===== config.mk =====
export PLATFORM = sky130hd
export DESIGN_NAME = axi_wresp_router_flat
export DESIGN_NICKNAME = d
export VERILOG_FILES = /design/src/rtl/axi_wresp_router_if.sv /design/src/rtl/axi_wresp_router.sv /design/src/flat_wrapper.sv
export SDC_FILE = /design/constraint.sdc
export NUM_CORES = 1
export LEC_CHECK = 0
export CORE_MARGIN = 8
export CORE_UTILIZATION = 35
export DETAILED_ROUTE_END_ITERATION = 12
export PLACE_DENSITY = 0.67
export SETUP_SLACK_MARGIN = 0.15
export SLEW_MARGIN = 0
export SYNTH_ARGS = -nofsm -noshare
export SYNTH_HDL_FRONTEND = slang
export SYNTH_SLANG_ARGS = --single-unit

===== constraint.sdc =====
create_clock -name clk -period 4.8 [get_ports clk]
set_clock_uncertainty 0.15 [all_clocks]
set_input_delay 0.96 -clock clk [delete_from_list [all_inputs] [get_ports clk]]
set_output_delay 0.96 -clock clk [all_outputs]
set_load 0.01 [all_outputs]

===== src/rtl/axi_wresp_router_if.sv =====
// Bus bundle for the M1 write-response router: AW handshake observation,
// per-slave B channels (S0, S1, default SD) and the merged B channel back to M1.
interface axi_wresp_router_if #(
  parameter int IDW_M = 4,
  parameter int IDW_S = 8
);
  logic [IDW_M-1:0] AWID_M1;
  logic             AWVALID_S0, AWREADY_S0;
  logic             AWVALID_S1, AWREADY_S1;
  logic             AWVALID_SD, AWREADY_SD;
  logic             AW_ALLOW;

  logic [IDW_S-1:0] BID_S0, BID_S1, BID_SD;
  logic [1:0]       BRESP_S0, BRESP_S1, BRESP_SD;
  logic             BVALID_S0, BVALID_S1, BVALID_SD;
  logic             BREADY_S0, BREADY_S1, BREADY_SD;

  logic [IDW_M-1:0] BID_M1;
  logic [1:0]       BRESP_M1;
  logic             BVALID_M1;
  logic             BREADY_M1;

  // Router side.
  modport slave (
    input  AWID_M1, AWVALID_S0, AWREADY_S0, AWVALID_S1, AWREADY_S1, AWVALID_SD, AWREADY_SD,
    input  BID_S0, BID_S1, BID_SD, BRESP_S0, BRESP_S1, BRESP_SD,
    input  BVALID_S0, BVALID_S1, BVALID_SD, BREADY_M1,
    output AW_ALLOW, BREADY_S0, BREADY_S1, BREADY_SD, BID_M1, BRESP_M1, BVALID_M1
  );

  // Environment side (AW arbiter, slaves and M1).
  modport master (
    output AWID_M1, AWVALID_S0, AWREADY_S0, AWVALID_S1, AWREADY_S1, AWVALID_SD, AWREADY_SD,
    output BID_S0, BID_S1, BID_SD, BRESP_S0, BRESP_S1, BRESP_SD,
    output BVALID_S0, BVALID_S1, BVALID_SD, BREADY_M1,
    input  AW_ALLOW, BREADY_S0, BREADY_S1, BREADY_SD, BID_M1, BRESP_M1, BVALID_M1
  );
endinterface


===== src/rtl/axi_wresp_router.sv =====
// B-channel router for master M1: remembers which slave took the write address,
// returns that slave's response (or a synthesised DECERR on timeout) to M1.
module axi_wresp_router #(
  parameter int IDW_M  = 4,
  parameter int IDW_S  = 8,
  parameter int TO_CYC = 256
) (
  input logic               clk,
  input logic               rst,
  axi_wresp_router_if.slave bus
);
  localparam int              CNT_W       = (TO_CYC > 0) ? $clog2(TO_CYC + 1) : 1;
  localparam logic [CNT_W-1:0] TO_LAST    = (TO_CYC > 0) ? CNT_W'(TO_CYC - 1) : '0;
  localparam logic [1:0]      RESP_DECERR = 2'b11;

  typedef enum logic [1:0] {ST_IDLE, ST_WAIT_B, ST_HOLD} state_e;
  typedef enum logic [1:0] {TGT_NONE, TGT_S0, TGT_S1, TGT_SD} tgt_e;

  state_e           state_q, state_d;
  tgt_e             target_q, target_d;
  logic [IDW_M-1:0] awid_q, awid_d;
  logic [CNT_W-1:0] cnt_q, cnt_d;
  logic             bvalid_q, bvalid_d;
  logic [IDW_M-1:0] bid_q, bid_d;
  logic [1:0]       bresp_q, bresp_d;
  logic             aw_allow_q, aw_allow_d;

  logic hs_s0, hs_s1, hs_sd;
  assign hs_s0 = bus.AWVALID_S0 & bus.AWREADY_S0;
  assign hs_s1 = bus.AWVALID_S1 & bus.AWREADY_S1;
  assign hs_sd = bus.AWVALID_SD & bus.AWREADY_SD;

  // Only the low IDW_M bits of a slave ID carry the master ID; the rest is ignored.
  logic unused_bid_hi;
  assign unused_bid_hi = ^{bus.BID_S0[IDW_S-1:IDW_M], bus.BID_S1[IDW_S-1:IDW_M],
                           bus.BID_SD[IDW_S-1:IDW_M]};

  logic             tgt_bvalid;
  logic [IDW_M-1:0] tgt_bid;
  logic [1:0]       tgt_bresp;

  // NOTE: every signal written in an always_comb gets a default first, so no path can infer a latch.
  always_comb begin
    tgt_bvalid = 1'b0;
    tgt_bid    = '0;
    tgt_bresp  = '0;
    case (target_q)
      TGT_S0:  begin tgt_bvalid = bus.BVALID_S0; tgt_bid = bus.BID_S0[IDW_M-1:0]; tgt_bresp = bus.BRESP_S0; end
      TGT_S1:  begin tgt_bvalid = bus.BVALID_S1; tgt_bid = bus.BID_S1[IDW_M-1:0]; tgt_bresp = bus.BRESP_S1; end
      TGT_SD:  begin tgt_bvalid = bus.BVALID_SD; tgt_bid = bus.BID_SD[IDW_M-1:0]; tgt_bresp = bus.BRESP_SD; end
      default: ;
    endcase
  end

  logic bready_s0, bready_s1, bready_sd;

  // Idle sinks any stale response; gated by rst so nothing is acknowledged while held in reset.
  always_comb begin
    bready_s0 = 1'b0;
    bready_s1 = 1'b0;
    bready_sd = 1'b0;
    if (rst) begin
      case (state_q)
        ST_IDLE: begin
          bready_s0 = bus.BVALID_S0;
          bready_s1 = bus.BVALID_S1;
          bready_sd = bus.BVALID_SD;
        end
        ST_WAIT_B: begin
          bready_s0 = (target_q == TGT_S0);
          bready_s1 = (target_q == TGT_S1);
          bready_sd = (target_q == TGT_SD);
        end
        default: ;
      endcase
    end
  end

  always_comb begin
    state_d    = state_q;
    target_d   = target_q;
    awid_d     = awid_q;
    cnt_d      = cnt_q;
    bvalid_d   = bvalid_q;
    bid_d      = bid_q;
    bresp_d    = bresp_q;
    aw_allow_d = aw_allow_q;
    case (state_q)
      ST_IDLE: begin
        if (hs_s0 || hs_s1 || hs_sd) begin
          target_d   = hs_s0 ? TGT_S0 : (hs_s1 ? TGT_S1 : TGT_SD);
          awid_d     = bus.AWID_M1;
          cnt_d      = '0;
          aw_allow_d = 1'b0;
          state_d    = ST_WAIT_B;
        end
      end
      ST_WAIT_B: begin
        if (tgt_bvalid) begin
          bid_d    = tgt_bid;
          bresp_d  = tgt_bresp;
          bvalid_d = 1'b1;
          cnt_d    = '0;
          state_d  = ST_HOLD;
        end else if (TO_CYC != 0 && cnt_q == TO_LAST) begin
          bid_d    = awid_q;
          bresp_d  = RESP_DECERR;
          bvalid_d = 1'b1;
          cnt_d    = '0;
          state_d  = ST_HOLD;
        end else if (cnt_q != '1) begin
          cnt_d = cnt_q + 1'b1;
        end
      end
      ST_HOLD: begin
        if (bus.BREADY_M1) begin
          bvalid_d   = 1'b0;
          target_d   = TGT_NONE;
          aw_allow_d = 1'b1;
          state_d    = ST_IDLE;
        end
      end
      default: state_d = ST_IDLE;
    endcase
  end

  // NOTE: sequential state uses non-blocking assignments only, so every flop samples pre-edge values.
  always_ff @(posedge clk or negedge rst) begin
    if (!rst) begin
      state_q    <= ST_IDLE;
      target_q   <= TGT_NONE;
      awid_q     <= '0;
      cnt_q      <= '0;
      bvalid_q   <= 1'b0;
      bid_q      <= '0;
      bresp_q    <= '0;
      aw_allow_q <= 1'b1;
    end else begin
      state_q    <= state_d;
      target_q   <= target_d;
      awid_q     <= awid_d;
      cnt_q      <= cnt_d;
      bvalid_q   <= bvalid_d;
      bid_q      <= bid_d;
      bresp_q    <= bresp_d;
      aw_allow_q <= aw_allow_d;
    end
  end

  assign bus.AW_ALLOW  = aw_allow_q;
  assign bus.BVALID_M1 = bvalid_q;
  assign bus.BID_M1    = bid_q;
  assign bus.BRESP_M1  = bresp_q;
  assign bus.BREADY_S0 = bready_s0;
  assign bus.BREADY_S1 = bready_s1;
  assign bus.BREADY_SD = bready_sd;

endmodule

===== src/flat_wrapper.sv =====
// flat-port wrapper written by rule: the top's interface ports become plain ports
module axi_wresp_router_flat 
#(
  parameter int IDW_M  = 4,
  parameter int IDW_S  = 8,
  parameter int TO_CYC = 256
)
  (clk, rst, bus_AWID_M1, bus_AWVALID_S0, bus_AWREADY_S0, bus_AWVALID_S1, bus_AWREADY_S1, bus_AWVALID_SD, bus_AWREADY_SD, bus_BID_S0, bus_BID_S1, bus_BID_SD, bus_BRESP_S0, bus_BRESP_S1, bus_BRESP_SD, bus_BVALID_S0, bus_BVALID_S1, bus_BVALID_SD, bus_BREADY_M1, bus_AW_ALLOW, bus_BREADY_S0, bus_BREADY_S1, bus_BREADY_SD, bus_BID_M1, bus_BRESP_M1, bus_BVALID_M1);
  axi_wresp_router_if #(.IDW_M(IDW_M), .IDW_S(IDW_S)) bus_i ();
  input logic clk;
  input logic rst;
  input wire logic [$bits(bus_i.AWID_M1)-1:0] bus_AWID_M1;
  input wire logic [$bits(bus_i.AWVALID_S0)-1:0] bus_AWVALID_S0;
  input wire logic [$bits(bus_i.AWREADY_S0)-1:0] bus_AWREADY_S0;
  input wire logic [$bits(bus_i.AWVALID_S1)-1:0] bus_AWVALID_S1;
  input wire logic [$bits(bus_i.AWREADY_S1)-1:0] bus_AWREADY_S1;
  input wire logic [$bits(bus_i.AWVALID_SD)-1:0] bus_AWVALID_SD;
  input wire logic [$bits(bus_i.AWREADY_SD)-1:0] bus_AWREADY_SD;
  input wire logic [$bits(bus_i.BID_S0)-1:0] bus_BID_S0;
  input wire logic [$bits(bus_i.BID_S1)-1:0] bus_BID_S1;
  input wire logic [$bits(bus_i.BID_SD)-1:0] bus_BID_SD;
  input wire logic [$bits(bus_i.BRESP_S0)-1:0] bus_BRESP_S0;
  input wire logic [$bits(bus_i.BRESP_S1)-1:0] bus_BRESP_S1;
  input wire logic [$bits(bus_i.BRESP_SD)-1:0] bus_BRESP_SD;
  input wire logic [$bits(bus_i.BVALID_S0)-1:0] bus_BVALID_S0;
  input wire logic [$bits(bus_i.BVALID_S1)-1:0] bus_BVALID_S1;
  input wire logic [$bits(bus_i.BVALID_SD)-1:0] bus_BVALID_SD;
  input wire logic [$bits(bus_i.BREADY_M1)-1:0] bus_BREADY_M1;
  output wire logic [$bits(bus_i.AW_ALLOW)-1:0] bus_AW_ALLOW;
  output wire logic [$bits(bus_i.BREADY_S0)-1:0] bus_BREADY_S0;
  output wire logic [$bits(bus_i.BREADY_S1)-1:0] bus_BREADY_S1;
  output wire logic [$bits(bus_i.BREADY_SD)-1:0] bus_BREADY_SD;
  output wire logic [$bits(bus_i.BID_M1)-1:0] bus_BID_M1;
  output wire logic [$bits(bus_i.BRESP_M1)-1:0] bus_BRESP_M1;
  output wire logic [$bits(bus_i.BVALID_M1)-1:0] bus_BVALID_M1;
  assign bus_i.AWID_M1 = bus_AWID_M1;
  assign bus_i.AWVALID_S0 = bus_AWVALID_S0;
  assign bus_i.AWREADY_S0 = bus_AWREADY_S0;
  assign bus_i.AWVALID_S1 = bus_AWVALID_S1;
  assign bus_i.AWREADY_S1 = bus_AWREADY_S1;
  assign bus_i.AWVALID_SD = bus_AWVALID_SD;
  assign bus_i.AWREADY_SD = bus_AWREADY_SD;
  assign bus_i.BID_S0 = bus_BID_S0;
  assign bus_i.BID_S1 = bus_BID_S1;
  assign bus_i.BID_SD = bus_BID_SD;
  assign bus_i.BRESP_S0 = bus_BRESP_S0;
  assign bus_i.BRESP_S1 = bus_BRESP_S1;
  assign bus_i.BRESP_SD = bus_BRESP_SD;
  assign bus_i.BVALID_S0 = bus_BVALID_S0;
  assign bus_i.BVALID_S1 = bus_BVALID_S1;
  assign bus_i.BVALID_SD = bus_BVALID_SD;
  assign bus_i.BREADY_M1 = bus_BREADY_M1;
  assign bus_AW_ALLOW = bus_i.AW_ALLOW;
  assign bus_BREADY_S0 = bus_i.BREADY_S0;
  assign bus_BREADY_S1 = bus_i.BREADY_S1;
  assign bus_BREADY_SD = bus_i.BREADY_SD;
  assign bus_BID_M1 = bus_i.BID_M1;
  assign bus_BRESP_M1 = bus_i.BRESP_M1;
  assign bus_BVALID_M1 = bus_i.BVALID_M1;
  axi_wresp_router #(.IDW_M(IDW_M), .IDW_S(IDW_S), .TO_CYC(TO_CYC)) u_core (.clk(clk), .rst(rst), .bus(bus_i));
endmodule

# Word-level counts from Yosys, hierarchy flattened
# Cells that the tools add are included.
[op_classes]
add_sub_neg = 1
n_mul = 0
n_div = 0
n_lt_le_gt_ge = 0
n_eq_ne = 11
shifts = 0
n_mux = 34
bitwise = 3
n_reduce_logical = 13
[ops]
columns = ["operator", "count"]
rows = [
  ["$mux W9", 4],
  ["$pmux W9 S2", 1],
  ["$mux W2", 8],
  ["$pmux W2 S3", 2],
  ["$pmux W4 S3", 1],
  ["$reduce_and A3 Y1", 4],
  ["$pmux W1 S2", 5],
  ["$add A9 B1 Y9 const B", 1],
  ["$eq A9 B8 Y1 const B", 1],
  ["$mux W1", 9],
  ["$ne A9 B9 Y1 const B", 1],
  ["$mux W4", 2],
  ["$reduce_bool A2 Y1", 4],
  ["$eq A2 B2 Y1 const B", 3],
  ["$eq A2 B1 Y1 const B", 2],
  ["$ne A4 B1 Y1 const B", 1],
  ["$pmux W2 S2", 1],
  ["$reduce_and A2 Y1", 2],
  ["$and A1 B1 Y1", 3],
  ["$ne A3 B1 Y1 const B", 1],
  ["$pmux W1 S3", 1],
  ["$logic_not A2 Y1", 1],
  ["$logic_or A1 B1 Y1", 2],
  ["$ne A2 B1 Y1 const B", 1],
  ["$ne A2 B2 Y1 const B", 1],
]
[word_totals]
reg_bits = 25
latchBits = 0
ramBits = 0
rom_bits = 0
inputBits = 46
output_inout_bits = 11
wordCells = 70
mem_count = 0

# Depth between registers and ports, before layout
[logic_depth]
ltp_word = 5
depth_mapped = 7
ltp_nobuf = 6

# Worst setup path before layout
# OpenSTA, ideal clock, no wires.
[synth_timing]
path_type = "input to register"
start = "input bus_AWVALID_S0"
end = "register u_core.awid_q[0]"
setup_ns = 0.125
t_arrival_ns = 2.178
t_required_ns = 4.525
slack_ns = 2.347
cell_stages = 4
n_path_buf = 1
cell_sequence = "a222oi_1 nand2b_1 buf_1 mux2_2"
[synth_via]
elab_chain_cells = 4
[synth_lines]
columns = ["element", "line", "rtl"]
rows = [
  ["from (decl)", "flat_wrapper.sv:13", "input wire logic [$bits(bus_i.AWVALID_S0)-1:0] bus_AWVALID_S0;"],
  ["$and A1 B1 Y1", "axi_wresp_router.sv:29", "assign hs_s0 = bus.AWVALID_S0 & bus.AWREADY_S0;"],
  ["$logic_or A1 B1 Y1 (2 in series)", "axi_wresp_router.sv:90", "if (hs_s0 || hs_s1 || hs_sd) begin"],
  ["$reduce_and A2 Y1 (no line)", "--", ""],
  ["to (signal assigned)", "axi_wresp_router.sv:141", "awid_q <= awid_d;"],
  ["to (decl)", "axi_wresp_router.sv:21", "logic [IDW_M-1:0] awid_q, awid_d;"],
]
# Every way passes these cells.
# A chain may end at the register's enable or synchronous reset.

# Worst setup path in the final report
[layout_timing]
start = "input bus_BVALID_S1"
end = "output bus_BREADY_S1"
[layout_via]
elab_chain_cells = 2
[layout_lines]
columns = ["element", "line", "rtl"]
rows = [
  ["from (decl)", "flat_wrapper.sv:26", "input wire logic [$bits(bus_i.BVALID_S1)-1:0] bus_BVALID_S1;"],
  ["$pmux W1 S2", "axi_wresp_router.sv:63", "case (state_q)"],
  ["$mux W1", "axi_wresp_router.sv:62", "if (rst) begin"],
  ["to (decl)", "flat_wrapper.sv:31", "output wire logic [$bits(bus_i.BREADY_S1)-1:0] bus_BREADY_S1;"],
]
# Every way passes these cells.

==> results.yml <==
layout:
  drive_gt1_share_pct: 12.8
  final_cells: 255
  diodes: 0
  final_core_util_pct: 48.4
  syn2layout_area_growth_pct: 32.9
  nets: 255
clocking:
  cts_setup_buffers: 0
  clk_latency_ns: 0.27
  htree_levels: 1
  numCtsBuffers: 3
  cts.sinks: 25
  cts_tree: "done"
  cts_hold_buffers: 0
  clk_pin_slew_ns: 0.08
  ctsRootBufferMaster: "clkbuf_8"
  ctsResizeCount: 0
  clockBufferDepth: 2
detailed_routing:
  via_per_inst: 5.39
  drt_first_pass_iters: 5
  drc: 0
  wl_per_cell_um: 16.0
  drt-initial-drc-count: 85
  ant_nets: 0
  routed_wl_um: 4070
  via_count: 1374
sta:
  setup_viol: 0
  setup_ws_ns: 1.39
  drv_slew: 0
  grt_setup_unrepaired: "false"
  worst_pin_slew_ns: 0.919
  slew_headroom_pct: 38.8
  setup_tns_ns: 0
  finalHoldViolations: 0
  timing.final.crit_period_ns: 3.41
  timing.fmax_mhz: 293
  fin_hold_ws_ns: 0.329
  post-route-period-util_pct: 71.1
logic_synthesis:
  synth_cell_type_count: 46
  synth_edf_count: 0
  ys_seq_area_share_pct: 39.5
  ys.flop_type: "dfrtp_1"
  syn-cell-area_mm2: 0.00159
  synth_area_per_cell_um2: 9.85
  ys_warn_count: 0
  synthCells: 161
  ys_ff_latch: 25
  syn_nets: 212
  ys_async_sr_fraction_pct: 100
critical_path:
  reg2reg_slack_ns: 2.20
  worstSetupStartpointType: "input pin"
  slowest_delay_ns: 0.53
  r2r-start: "u_core.target_q[1]"
  end_kind: "output pin"
  crit_top_cell: "clkdlybuf4s50_1"
  crit_type: "input pin to output pin"
  slowest_stage: "clkdlybuf4s50_1"
  cp_cell_sequence: "clkdlybuf4s50_1 > nand2_1 > o21ai_0 > and2_1 > clkdlybuf4s50_1"
  crit_arrival_ns: 2.30
  rr_endpoint: "u_core.state_q[0]"
  cp_max_fo: 3
  reg2regPathDepth: 4
  critPathRequiredTime_ns: 3.69
placed_design:
  place_congestion: 0.827
  post-dp-hpwl_um: 3100
  placement.io_buffers: 44
  dp_cells: 251
  pre_cts_ws_ns: 1.38
pwr:
  p_leak_nw: 0.857
  powerDensity_mw_per_mm2: 502
  peakVddDrop_v: 0.000225
floorplanning:
  die_w_um: 83.3
  die_height_um: 83.3
  core_mm2: 0.00435
  num_io_pins: 57
  dieArea_mm2: 0.00694
  row_count: 24
  start_util_pct: 36.4
outcome:
  status: "finished clean"
job:
  maxCapViolCount: 0
grt:
  grt_use_total_pct: 11.7
  grt_pass1_wl_um: 6870
  overflow: 0
  antenna_found_initial: 0
  grt_max_degree: 24
  grt_pass1_vias: 1362
min_path:
  worstHoldStart: "u_core.bus.AW_ALLOW"
  hp-class: "flop to flop"
  hold_path_end: "u_core.bus.AW_ALLOW"
  hold_depth: 2
==> power breakdown <==
group / switching [mW] / internal (mW)
logic: 0.282 / 0.289
registers: 0.0745 / 0.286
clock network: 0.0677 / 0.0582
==> synth_stat cells, drive strengths merged (3+ instances only) <==
cell type	number	area share (%)
dfrtp	24	38
nor2	7	1.7
clkbuf	3	0.71
mux2	13	9.2
ha	5	3.9
a22o	4	2.2
nand3	7	2.2
nand2	13	3.1
mux2i	10	6.3
a22oi	3	1.7
inv	14	3.3
o21ai	4	1.3
buf	4	1.7
o22ai	3	1.2
a21oi	14	5.1
==> registers in the layout (all words and copies together), names as in the netlist <==
| name | flops |
|---|---|
| u_core.bus.BID_M1 | 4 |
| u_core.bus.AW_ALLOW | 1 |
| u_core.bus.BRESP_M1 | 2 |
| u_core.bus.BVALID_M1 | 1 |
| u_core.cnt_q | 9 |
| u_core.awid_q | 4 |
| u_core.state_q | 2 |
| u_core.target_q | 2 |
==> routing by layer <==
metal,share of wire [%],GRT usage (%)
met2,47,18.4
met4,0.98,2.88
met5,0,0
met3,4.3,2.93
met1,47,15.3
==> worst max path at each step <==
stage | startpoint | endpoint | slack (ns) | cells past startpoint
3_3_place_gp | bus_BVALID_S1 | bus_BREADY_S1 | 1.39 | 5
2_1_floorplan | bus_AWVALID_S0 | u_core.awid_q[0] | 2.35 | 4
6_report | bus_BVALID_S1 | bus_BREADY_S1 | 1.39 | 5
3_5_place_dp | rst | bus_BREADY_S0 | 1.38 | 3
5_1_grt | rst | bus_BREADY_S0 | 1.27 | 3
4_1_cts | rst | bus_BREADY_S0 | 1.38 | 3
==> cell usage in the layout, fill, tap and decap left out, types with 4 or more instances in the layout <==
cell type,synthesis,final
clkdlybuf4s50_1,0,44
dfrtp_1,24,24
inv_1,14,14
nand2_1,13,13
a21oi_1,13,13
mux2_2,13,13
mux2i_1,10,10
nand3_1,7,7
nor2_1,7,7
ha_1,5,5
o21ai_0,4,4
a22o_1,4,4
==> kinds of logic (layout without fill, tap and decap cells) <==
group	after synthesis	after routing	synth area share [%]
simple gates	38	38	12.2
buf+inv	21	63	5.68
compound gates	49	49	23.1
mux	23	23	15.5
fa+ha+maj	5	5	3.95
flops	25	25	39.5
==> metrics by stage <==
| step | area [µm²] | power [mW] |
|---|---|---|
| floorplan | 1590 | 0.746 |
| global placement | 2060 | 0.934 |
| detailed placement | 2060 | 0.940 |
| CTS | 2110 | 1.07 |
| global route | 2110 | 1.15 |
| finish | 2110 | 1.06 |
==> layout make-up <==
| cell class | instances | area (µm²) |
|---|---|---|
| tap | 52 | 65.1 |
| clock inverter | 1 | 5.00 |
| timing repair buffer | 45 | 448 |
| clock buffer | 3 | 41.3 |
| inverter | 14 | 52.6 |
| multi-input combinational | 115 | 868 |
| fill | 421 | 2250 |
| sequential | 25 | 627 |
==> worst max-delay path: cells and delay by family <==
kind / cells / cell delay [ns]
compound gates: 1 / 0.08
simple gates: 2 / 0.20
buf+inv: 2 / 1.06
Note: power is estimated with default switching activity, not from simulation.
